--- src/rtl/alu_mdu_seq.sv ---
`default_nettype none
// ============================================================================
// Module   : alu_mdu_seq
// Purpose  : Iterative RV32M multiply/divide sequencer. Accepts one op through
//            a valid/ready handshake, iterates one bit per cycle (shift-add
//            multiply, restoring divide), applies the sign fix-up and holds
//            the 32-bit result on mul_din until the consumer takes it.
// Revision : 1.0 - initial release
// ============================================================================
module alu_mdu_seq #(
  parameter int XLEN  = 32,
  parameter int CNT_W = 6
) (
  input  logic            clk,
  input  logic            rstn,
  input  logic            req_valid,
  output logic            req_ready,
  input  logic [2:0]      req_op,
  input  logic [XLEN-1:0] req_a,
  input  logic [XLEN-1:0] req_b,
  input  logic            flush,
  output logic            resp_valid,
  input  logic            resp_ready,
  output logic [XLEN-1:0] mul_din,
  output logic            busy
);

  typedef enum logic [1:0] {
    S_IDLE = 2'd0,
    S_CALC = 2'd1,
    S_FIX  = 2'd2,
    S_DONE = 2'd3
  } state_t;

  localparam logic [XLEN-1:0]  C_INT_MIN = {1'b1, {(XLEN-1){1'b0}}};
  localparam logic [XLEN-1:0]  C_ONES    = {XLEN{1'b1}};
  localparam logic [CNT_W-1:0] C_LAST    = CNT_W'(XLEN - 1);

  state_t              state_q, state_d;
  logic [2:0]          op_q, op_d;
  // a_q: multiplicand (shifted left) or dividend/quotient shift register
  logic [2*XLEN-1:0]   a_q, a_d;
  // b_q: multiplier magnitude (shifted right) or divisor magnitude
  logic [XLEN-1:0]     b_q, b_d;
  // acc_q: product accumulator or partial remainder in the low XLEN+1 bits
  logic [2*XLEN-1:0]   acc_q, acc_d;
  logic                neg_q, neg_d;
  logic [CNT_W-1:0]    cnt_q, cnt_d;
  logic [XLEN-1:0]     mul_din_q, mul_din_d;
  logic                resp_valid_q, resp_valid_d;

  // Request decode: which operands are signed, their magnitudes, result sign
  logic            w_is_div, w_is_rem, w_sa, w_sb, w_neg, w_div0, w_ovf;
  logic [XLEN-1:0] w_ma, w_mb;

  assign w_is_div = req_op[2];
  assign w_is_rem = req_op[2] & req_op[1];
  assign w_sa     = w_is_div ? (~req_op[0] & req_a[XLEN-1])
                             : ((req_op == 3'd1 || req_op == 3'd2) & req_a[XLEN-1]);
  assign w_sb     = w_is_div ? (~req_op[0] & req_b[XLEN-1])
                             : ((req_op == 3'd1) & req_b[XLEN-1]);
  assign w_ma     = w_sa ? (~req_a + 1'b1) : req_a;
  assign w_mb     = w_sb ? (~req_b + 1'b1) : req_b;
  assign w_neg    = w_is_rem ? w_sa : (w_sa ^ w_sb);
  assign w_div0   = w_is_div & (req_b == '0);
  assign w_ovf    = w_is_div & ~req_op[0] & (req_a == C_INT_MIN) & (req_b == C_ONES);

  // Iteration datapath: one multiply step and one restoring-divide step
  logic [2*XLEN-1:0] w_mul_acc;
  logic [XLEN:0]     w_trial, w_diff;
  logic              w_qbit;

  assign w_mul_acc = acc_q + (b_q[0] ? a_q : '0);
  assign w_trial   = {acc_q[XLEN-1:0], a_q[XLEN-1]};
  assign w_diff    = w_trial - {1'b0, b_q};
  assign w_qbit    = ~w_diff[XLEN];

  // Fix-up: negate the full 64-bit product before slicing the high half
  logic [2*XLEN-1:0] w_prod;
  logic [XLEN-1:0]   w_dmag, w_dres, w_result;

  assign w_prod   = neg_q ? (~acc_q + 1'b1) : acc_q;
  assign w_dmag   = op_q[1] ? acc_q[XLEN-1:0] : a_q[XLEN-1:0];
  assign w_dres   = neg_q ? (~w_dmag + 1'b1) : w_dmag;
  assign w_result = op_q[2]          ? w_dres :
                    (op_q == 3'd0)   ? w_prod[XLEN-1:0] :
                                       w_prod[2*XLEN-1:XLEN];

  // State register and datapath flops
  always_ff @(posedge clk or negedge rstn) begin
    if (!rstn) begin
      state_q      <= S_IDLE;
      op_q         <= '0;
      a_q          <= '0;
      b_q          <= '0;
      acc_q        <= '0;
      neg_q        <= 1'b0;
      cnt_q        <= '0;
      mul_din_q    <= '0;
      resp_valid_q <= 1'b0;
    end else begin
      state_q      <= state_d;
      op_q         <= op_d;
      a_q          <= a_d;
      b_q          <= b_d;
      acc_q        <= acc_d;
      neg_q        <= neg_d;
      cnt_q        <= cnt_d;
      mul_din_q    <= mul_din_d;
      resp_valid_q <= resp_valid_d;
    end
  end

  // Next-state and datapath update; flush overrides every state
  always_comb begin
    state_d      = state_q;
    op_d         = op_q;
    a_d          = a_q;
    b_d          = b_q;
    acc_d        = acc_q;
    neg_d        = neg_q;
    cnt_d        = cnt_q;
    mul_din_d    = mul_din_q;
    resp_valid_d = resp_valid_q;

    if (flush) begin
      state_d      = S_IDLE;
      resp_valid_d = 1'b0;
    end else begin
      case (state_q)
        S_IDLE: begin
          if (req_valid) begin
            op_d  = req_op;
            a_d   = {{XLEN{1'b0}}, w_ma};
            b_d   = w_mb;
            acc_d = '0;
            neg_d = w_neg;
            cnt_d = '0;
            if (w_div0) begin
              mul_din_d    = w_is_rem ? req_a : C_ONES;
              resp_valid_d = 1'b1;
              state_d      = S_DONE;
            end else if (w_ovf) begin
              mul_din_d    = w_is_rem ? '0 : C_INT_MIN;
              resp_valid_d = 1'b1;
              state_d      = S_DONE;
            end else begin
              state_d = S_CALC;
            end
          end
        end
        S_CALC: begin
          cnt_d = cnt_q + 1'b1;
          if (op_q[2]) begin
            acc_d = {{(XLEN-1){1'b0}}, (w_qbit ? w_diff : w_trial)};
            a_d   = {a_q[2*XLEN-1:XLEN], a_q[XLEN-2:0], w_qbit};
          end else begin
            acc_d = w_mul_acc;
            a_d   = a_q << 1;
            b_d   = b_q >> 1;
          end
          if (cnt_q == C_LAST) begin
            state_d = S_FIX;
          end
        end
        S_FIX: begin
          mul_din_d    = w_result;
          resp_valid_d = 1'b1;
          state_d      = S_DONE;
        end
        S_DONE: begin
          if (resp_ready) begin
            resp_valid_d = 1'b0;
            state_d      = S_IDLE;
          end
        end
        default: begin
          state_d = S_IDLE;
        end
      endcase
    end
  end

  assign req_ready  = (state_q == S_IDLE);
  assign busy       = (state_q != S_IDLE);
  assign resp_valid = resp_valid_q;
  assign mul_din    = mul_din_q;

endmodule
`default_nettype wire

--- config.mk ---
export PLATFORM = sky130hd
export DESIGN_NAME = alu_mdu_seq
export DESIGN_NICKNAME = d
export VERILOG_FILES = /design/src/rtl/alu_mdu_seq.sv
export SDC_FILE = /design/constraint.sdc
export NUM_CORES = 1
export LEC_CHECK = 0
export ABC_AREA = 1
export CAP_MARGIN = 20
export CORE_UTILIZATION = 30
export CTS_CLUSTER_SIZE = 14
export DETAILED_ROUTE_END_ITERATION = 10
export PLACE_DENSITY = 0.54
export SYNTH_ARGS = -nofsm -noshare
export SYNTH_HDL_FRONTEND = slang
export SYNTH_SLANG_ARGS = --single-unit
--- constraint.sdc ---
create_clock -name clk -period 8.6 [get_ports clk]
set_input_delay 1.29 -clock clk [delete_from_list [all_inputs] [get_ports clk]]
set_output_delay 1.29 -clock clk [all_outputs]
set_load 0.005 [all_outputs]
Yosys cells after proc, flatten, opt, wreduce, memory -nomap -nowiden
Index checks and enable logic that the tools add are counted.
{ "word_totals": {"reg_bits": 205, "input_bits": 72, "output_inout_bits": 35} }
{ "classes": {"add_sub_neg": 7, "n_eq_ne": 15, "mux": 42, "bitwise_logic": 17, "n_reduce_logical": 14} }
{ "ops": {"columns": ["cell", "count"], "rows": [
  ["$mux 32", 13],
  ["$mux 64", 6],
  ["$pmux 64 s2", 2],
  ["$pmux 32 s2", 2],
  ["$add 32x1->32 const B", 3],
  ["$not 32->32", 3],
  ["$add 64x1->64 const B", 1],
  ["$add 64x64->64", 1],
  ["$eq 32x32->1 const B", 2],
  ["$not 64->64", 1],
  ["$mux 33", 1],
  ["$sub 33x32->33", 1],
  ["$logic_not 32->1", 1],
  ["$mux 2", 6],
  ["$pmux 6 s2", 1],
  ["$reduce_and 4->1", 3],
  ["$and 1x1->1", 9],
  ["$reduce_and 3->1", 3],
  ["$mux 1", 8],
  ["$pmux 2 s4", 1],
  ["$add 6x1->6 const B", 1],
  ["$eq 6x5->1 const B", 1],
  ["$mux 6", 1],
  ["$ne 3x3->1 const B", 2],
  ["16 further kinds", 22]
]} }

Depth between registers and ports, before layout
Gate-level depths: netlist of the first run.
{ "depth": {"ltp_word": 9, "ltp_mapped": 21, "depth_no_buf": 20} }

Least setup slack after synthesis of the first run
No wires, ideal clock.
{ "synth_timing": {"kind": "register -> register", "startpoint": "register a_q[31]", "endpoint": "register acc_q[14]", "setup_ns": 0.118, "t_arrival_ns": 3.044, "t_required_ns": 8.482, "slack_ns": 5.438, "stages_incl_launch_ff": 20, "synth_period_minus_slack_ns": 3.162, "path_cell_list": "dfrtp_1 -> inv_1 -> ha_1 -> fa_1 -> nand3b_1 -> nand2_1 -> a21oi_1 -> o21ai_0 -> nand3b_1 -> nand2_1 -> a21oi_1 -> o21bai_1 -> ha_1 -> clkinv_1 -> clkbuf_1 -> a21oi_1 -> o21ai_0 -> o211ai_1 -> nand3_1 -> nand2_1"} }
{ "synth_via": {"elab_chain_len": 4} }
{ "synth_lines": {"columns": ["item", "line", "text"], "rows": [
  ["start, declared", "42", "logic [2*XLEN-1:0] a_q, a_d;"],
  ["start signal, assigned", "94", "a_q <= '0;"],
  ["start signal, assigned", "104", "a_q <= a_d;"],
  ["$sub 33x32->33", "75", "assign w_diff = w_trial - {1'b0, b_q};"],
  ["$mux 33", "155", "acc_d = {{(XLEN-1){1'b0}}, (w_qbit ? w_diff : w_trial)};"],
  ["$mux 64", "154", "if (op_q[2]) begin"],
  ["$pmux 64 s2", "130", "case (state_q)"],
  ["end signal, assigned", "96", "acc_q <= '0;"],
  ["end signal, assigned", "106", "acc_q <= acc_d;"],
  ["end, declared", "46", "logic [2*XLEN-1:0] acc_q, acc_d;"]
]} }
No other way between the ends.
A chain may end at the register's enable or synchronous reset.

Worst setup path in the final report of the first run
{ "layout_timing": {"startpoint": "register b_q[0]", "endpoint": "register acc_q[6]"} }
{ "layout_via": {"elab_chain_len": 4} }
{ "layout_lines": {"columns": ["item", "line", "text"], "rows": [
  ["start, declared", "44", "logic [XLEN-1:0] b_q, b_d;"],
  ["start signal, assigned", "95", "b_q <= '0;"],
  ["start signal, assigned", "105", "b_q <= b_d;"],
  ["$mux 64 or $sub 33x32->33 (tied branches)", "73, 75", null],
  ["$add 64x64->64 or $mux 33 (tied branches)", "73, 155", null],
  ["$mux 64 *", "154", null],
  ["$pmux 64 s2 *", "130", null]
]} }
Every way passes the cells marked *; elsewhere a longest branch is shown, timed or not.

==> metrics.csv, run 1 <==
stage;metric;value;unit
job;drv_cap;0;
place;place_area;24600;um^2
synth;synth_ff_type;dfrtp_1;
synth;yosysSeqAreaShare;0.226;
status;status;finished clean;
global_routing;grt_start_max_net_pins;90;
synth;synth_edf_count;0;
routing;wl_per_cell;20.5;um
setup_path;criticalPathCategory;reg -> reg;
synth;netlist_area;22700;um^2
final_layout;fin_cells;4952;
timing;setup_viol;0;
place;io_buffer_count;106;
timing;maxSlewViolCount;0;
clock_tree;clk_latency;0.62;ns
timing;worst_slack;3.70;ns
setup_path;timing.critical_path.to_type;flop;
final_layout;num-nets-final;4140;
setup_path;cp_data_required_time;9.06;ns
power_and_ir_drop;pwr_density_cell;332;nW/um^2
clock_tree;clock_path_buffers;3;
global_routing;first_global_vias;24800;
routing;finalWirelength;101000;um
timing;fin_crit_sh;0.569;
final_layout;fillers;8421;
synth;synth-seq-cells;205;
final_layout;finish.utilization;0.343;
final_layout;syn2layout_area_growth;13.0;%
synth;synth.top_cell.area_share;0.226;
global_routing;antenna_found_initial;1;
routing;detailroute.via_count;26300;
routing;firstDrtPassIters;6;
setup_path;arrival;5.35;ns
clock_tree;root_buffer;clkbuf_16;
final_layout;drive_gt1_frac;0.0367;
die;io_pins;107;
synth;syn_inst;3913;
die;core_area;74600;um^2
timing;rsz0062_at_grt;no;
routing;post_drt_via_cell_ratio;5.30;
synth;yosysMostFrequentCell;nand2_1;
place;dp_hpwl;80200;um
synth;yosys_warnings;0;
clock_tree;clock-sinks;205;
place;dp.cells;4896;
timing;min_period;4.90;ns
die;die_w;277;um
global_routing;grt_pass1_wl;154000;um
hold_path;hold_path.class;reg -> reg;
die;start_util;0.304;
timing;fin_skew;0.0299;ns
power_and_ir_drop;ir_worst_vdd;0.152;mV
place;dp_slack;3.77;ns
setup_path;r2r_cells;18;
timing;hold_ws;0.467;ns
routing;drt.antenna.violating_nets;0;
clock_tree;cts_buffers;30;
routing;drt_iter0_drc;2658;
clock_tree;cts_max_level;1;
global_routing;gr-total-overflow;0;
power_and_ir_drop;power;8.51;mW
clock_tree;path_clk_slew;0.06;ns
timing;finalSetupTns;0;ns
timing;timing.slew.headroom;0.330;
synth;synth.top_cells.by_count;nand2_1 (982), nor2_1 (570), inv_1 (551);
clock_tree;ctsResizeCount;0;
synth;async_flop_share;1.00;
die;num_rows;100;
final_layout;fin_area;25600;um^2
die;die_area;76600;um^2
place;gp_congestion;0.991;
final_layout;diodes;0;
timing;hold_viol;0;
hold_path;hold_depth;1;
synth;syn_area_per_cell;5.79;um^2
synth;synth_cell_types;50;
clock_tree;cts_hold_buf;0;
setup_path;cp_max_fo;66;
synth;yosys-top-cells-area;dfrtp_1 (23%), nand2_1 (16%), nor2_1 (9.4%), inv_1 (9.1%), o21ai_0 (7.4%);
clock_tree;cts_tree;built;
clock_tree;post_cts_buffers;0;
power_and_ir_drop;p_leak;12.5;nW
routing;drc;0;
setup_path;worst_setup_path_start_kind;flop;
global_routing;grt_usage;0.259;
timing;clock.fmax;204;MHz
synth;syn_nets;4094;
timing;tightestPinTransition;1.00;ns
die;die_h;277;um
synth;post-synth-top-area-cell;dfrtp_1;
-- worst max-delay path: stages (launching register included) --
cell and delay [ns]:
dfrtp_2 0.34, buf_4 0.64, ha_1 0.31, fa_1 0.20, nand3b_1 0.11, nand2_1 0.10, a21oi_1 0.26, o21ai_0 0.23
nand3b_1 0.16, nand2_1 0.08, a21oi_1 0.14, o21bai_1 0.08, ha_1 0.60, clkinv_1 0.56, buf_4 0.42, a21oi_1 0.15
o21ai_0 0.10, o211ai_1 0.09, o21ai_0 0.10
-- cell type report --
| class | instances | area [um^2] | share of cell area |
|---|---|---|---|
| clock inverters | 14 | 161 | 0.00630 |
| inverters | 565 | 2120 | 0.0828 |
| well taps | 969 | 1210 | 0.0473 |
| clock buffers | 42 | 866 | 0.0338 |
| repair buffers | 132 | 1260 | 0.0492 |
| multi-input cells | 3025 | 14900 | 0.580 |
| flip-flops and latches | 205 | 5130 | 0.200 |
-- where the power goes --
part	internal [mW]	switching, mW
Clock	0.765	0.546
Combinational	1.65	3.91
Sequential	1.26	0.383
Total	3.67	4.84
-- cells by family after synthesis --
kind of cell / after synthesis / synth area share
compound gates: 862 / 0.208
xor+xnor: 51 / 0.0197
fa+ha+maj: 109 / 0.0608
buf+inv: 683 / 0.118
flops: 205 / 0.226
mux: 1 / 0.000442
simple gates: 2002 / 0.366
-- placed cells by master (no fill, tap or decap), types with 11 or more instances in the layout --
cell type	netlist	routed
a21oi_1	327	327
inv_1	551	551
o21bai_1	18	18
o21ai_0	333	333
o21ai_1	29	29
buf_4	5	26
o21a_1	16	16
nor3_1	46	46
nor2_1	570	570
clkdlybuf4s50_1	0	105
clkbuf_16	0	30
nand2_1	982	982
o211ai_1	32	32
inv_2	10	11
o22ai_1	43	43
xnor2_1	13	13
dfrtp_1	205	201
nand3b_1	17	17
nand4_1	49	49
nand3_1	291	291
ha_1	107	105
xor2_1	38	38
a21o_1	14	14
a31oi_1	12	12
-- flip-flops by register name (all words and copies together) (netlist names) --
register / cells
mul_din: 32
cnt_q: 6
a_q: 64
acc_q: 64
state_q: 2
b_q: 32
resp_valid: 1
neg_q: 1
op_q: 3
-- routing by layer --
metal	routed length (um)	GRT usage
met2	45400	0.421
met4	3690	0.0828
met1	46000	0.356
met5	19	0
met3	6320	0.0302
-- path summary, 6_finish.rpt --
kind / from / to / slack (ns)
min in group asynchronous: rstn / a_q[51]$_DFFE_PN0P_ / 0.72
worst max register to register: b_q[0]$_DFFE_PN0P_ / acc_q[6]$_DFFE_PN0P_ / 3.70
max in group asynchronous: rstn / op_q[1]$_DFFE_PN0P_ / 6.48
worst max-delay path: b_q[0]$_DFFE_PN0P_ / acc_q[6]$_DFFE_PN0P_ / 3.70
worst min-delay path: cnt_q[5]$_DFFE_PN0P_ / cnt_q[5]$_DFFE_PN0P_ / 0.47
worst min register to register: cnt_q[5]$_DFFE_PN0P_ / cnt_q[5]$_DFFE_PN0P_ / 0.47
No activity file was read; power rests on OpenSTA's default activity.
==> run 2, diff against run 1 <==
==> constraint.sdc (replaced) <==
create_clock -name clk -period 5.05 [get_ports clk]
set_input_delay 0.7575 -clock clk [delete_from_list [all_inputs] [get_ports clk]]
set_output_delay 0.7575 -clock clk [all_outputs]
set_load 0.005 [all_outputs]
==> metrics.csv, run 2 (synthesis results as in run 1) <==
stage;metric;value;unit;change
clock_tree;cts_tree;built;;
timing;fin_skew;0.0320;ns;+0.00213 ns
routing;detailroute.via_count;26300;;+0.29%
final_layout;largestRegisters;a_q x64, acc_q x64;;
timing;finalSetupTns;0;ns;unchanged
timing;clock.fmax;213;MHz;+4.3%
hold_path;hold_path.class;in -> async;;
setup_path;arrival;5.14;ns;-0.21 ns
timing;tightestPinTransition;1.11;ns;+0.105 ns
routing;post_drt_via_cell_ratio;5.32;;+0.31%
die;start_util;0.304;;unchanged
routing;drt_iter0_drc;2912;;+9.6%
global_routing;grt_usage;0.260;;+0.000894
timing;min_period;4.70;ns;-0.201 ns
final_layout;mostFrequentLayoutCell;nand2_1;;
timing;hold_viol;0;;unchanged
final_layout;num-nets-final;4144;;+0.097%
global_routing;grt_pass1_wl;154000;um;+0.17%
global_routing;grt_util_met2;0.417;;-0.00322
final_layout;syn2layout_area_growth;12.6;%;
clock_tree;cts_hold_buf;0;;unchanged
final_layout;final_cell_mix;nand2_1 (982), nor2_1 (570), inv_1 (551);;
timing;setup_viol;0;;unchanged
setup_path;cp_data_required_time;5.50;ns;-3.56 ns
global_routing;gr-total-overflow;0;;unchanged
die;io_pins;107;;unchanged
final_layout;diodes;0;;unchanged
global_routing;gr-usage-met3;0.0275;;-0.00270
power_and_ir_drop;intPower;6.06;mW;+65%
setup_path;criticalPathCategory;reg -> reg;;
setup_path;crit_start;a_q[31]$_DFFE_PN0P_;;
routing;finalWirelength;102000;um;+0.49%
place;io_buffer_count;106;;unchanged
place;dp_hpwl;82000;um;+2.3%
power_and_ir_drop;p_switching;8.23;mW;+70%
setup_path;cp_max_fo;35;;-47%
clock_tree;clock-sinks;205;;unchanged
clock_tree;ctsResizeCount;0;;unchanged
clock_tree;cts_buffers;28;;-6.7%
power_and_ir_drop;swShare;0.576;;+0.00730
power_and_ir_drop;pwr-share-seq;0.197;;+0.005
final_layout;drive_gt1_frac;0.0352;;-0.00150
clock_tree;post_cts_buffers;0;;unchanged
routing;wl_per_cell;20.6;um;+0.51%
die;die_area;76600;um^2;unchanged
setup_path;r2r_cells;18;;unchanged
power_and_ir_drop;pwr_density_cell;560;nW/um^2;+69%
die;core_area;74600;um^2;unchanged
power_and_ir_drop;power;14.3;mW;+68%
global_routing;antenna_found_initial;3;;+2
final_layout;finish.utilization;0.342;;-0.00138
timing;fin_crit_sh;0.930;;+0.360
setup_path;r2r-start;a_q[31]$_DFFE_PN0P_;;
clock_tree;root_buffer;clkbuf_16;;
power_and_ir_drop;ir_worst_vdd;0.321;mV;+110%
global_routing;grt-busiest-layer;met2;;
power_and_ir_drop;clkPwrFrac;0.136;;-0.018
routing;drt.antenna.violating_nets;0;;unchanged
setup_path;timing.critical_path.to_type;flop;;
global_routing;first_global_vias;25000;;+0.56%
die;die_h;277;um;unchanged
clock_tree;path_clk_slew;0.07;ns;about the same
die;num_rows;100;;unchanged
job;drv_cap;0;;unchanged
clock_tree;clk_latency;0.60;ns;-0.02 ns
clock_tree;cts_max_level;1;;unchanged
power_and_ir_drop;p_comb_frac;0.667;;+0.014
timing;timing.slew.headroom;0.261;;-0.0699
die;die_w;277;um;unchanged
status;status;finished clean;;
place;gp_congestion;1.02;;+2.9%
routing;drc;0;;unchanged
power_and_ir_drop;p_leak;12.5;nW;-0.46%
setup_path;worst_setup_path_start_kind;flop;;
timing;maxSlewViolCount;0;;unchanged
global_routing;grt_start_max_net_pins;106;;+18%
global_routing;use_met1;0.352;;-0.00367
timing;rsz0062_at_grt;no;;
clock_tree;clock_path_buffers;3;;unchanged
routing;firstDrtPassIters;6;;unchanged
final_layout;fillers;8456;;+0.42%
## run 2: changes by cell type in the layout (fill, tap and decap cells not counted), moves of 3 or more
cell and delta:
buf_4 +4, clkbuf_1 +4, clkinv_2 -3, clkbuf_8 -6
## run 2: cell type report
type | count | area [um^2] | area share
Multi-Input combinational cell | 3025 | 14900 | 0.582
Clock buffer | 38 | 748 | 0.0293
Clock inverter | 11 | 109 | 0.00427
Inverter | 565 | 2120 | 0.0831
Timing Repair Buffer | 138 | 1330 | 0.0522
Tap cell | 969 | 1210 | 0.0475
Sequential cell | 205 | 5130 | 0.201
## run 2: stage by stage
stage | std cells | hold WS, ns | setup slack [ns] | area, um^2
2_1_floorplan | 3913 | 0.434 | 1.89 | 22700
3_3_place_gp | 4902 | 0.454 | 0.626 | 24700
3_5_place_dp | 4902 | 0.456 | 0.513 | 24700
4_1_cts | 4951 | 0.314 | 0.492 | 25500
5_1_grt | 4951 | 0.343 | 0.0531 | 25500
6_report | 4951 | 0.232 | 0.355 | 25500
## run 2: worst paths after layout
check,end,slack [ns]
worst max-delay path,acc_q[0]$_DFFE_PN0P_,0.35
worst min-delay path,acc_q[37]$_DFFE_PN0P_,0.23
worst max register to register,acc_q[0]$_DFFE_PN0P_,0.35
worst min register to register,cnt_q[5]$_DFFE_PN0P_,0.46
max in group asynchronous,a_q[30]$_DFFE_PN0P_,3.64
min in group clk,cnt_q[5]$_DFFE_PN0P_,0.46
## run 2: per-layer routing
layer / vias to the layer above / part of all wire
li1: 12800 / -
met1: 12200 / 0.44
met2: 1052 / 0.44
met3: 204 / 0.066
met4: 2 / 0.050
met5: - / 0.00015
## run 2: worst max-delay path, stage by stage, from the launching register on
cell	delay, ns
dfrtp_1	0.37
inv_1	0.10
ha_1	0.24
fa_1	0.41
nand3b_1	0.17
nand2_1	0.13
a21oi_1	0.14
o21ai_0	0.58
nand3b_1	0.20
nand2_1	0.12
a21oi_1	0.06
o21bai_1	0.13
ha_1	0.44
clkinv_1	0.59
buf_12	0.37
a21oi_1	0.12
o21ai_0	0.13
o211ai_1	0.11
o21ai_0	0.10
## run 2: power by group through the flow
stage,clock (mW),combinational [mW],sequential [mW]
floorplan,0,6.25,2.47
global placement,0,9.34,2.80
detailed placement,0,9.31,2.81
CTS,1.99,9.34,2.79
global route,2.04,10.4,2.85
finish,1.95,9.53,2.81
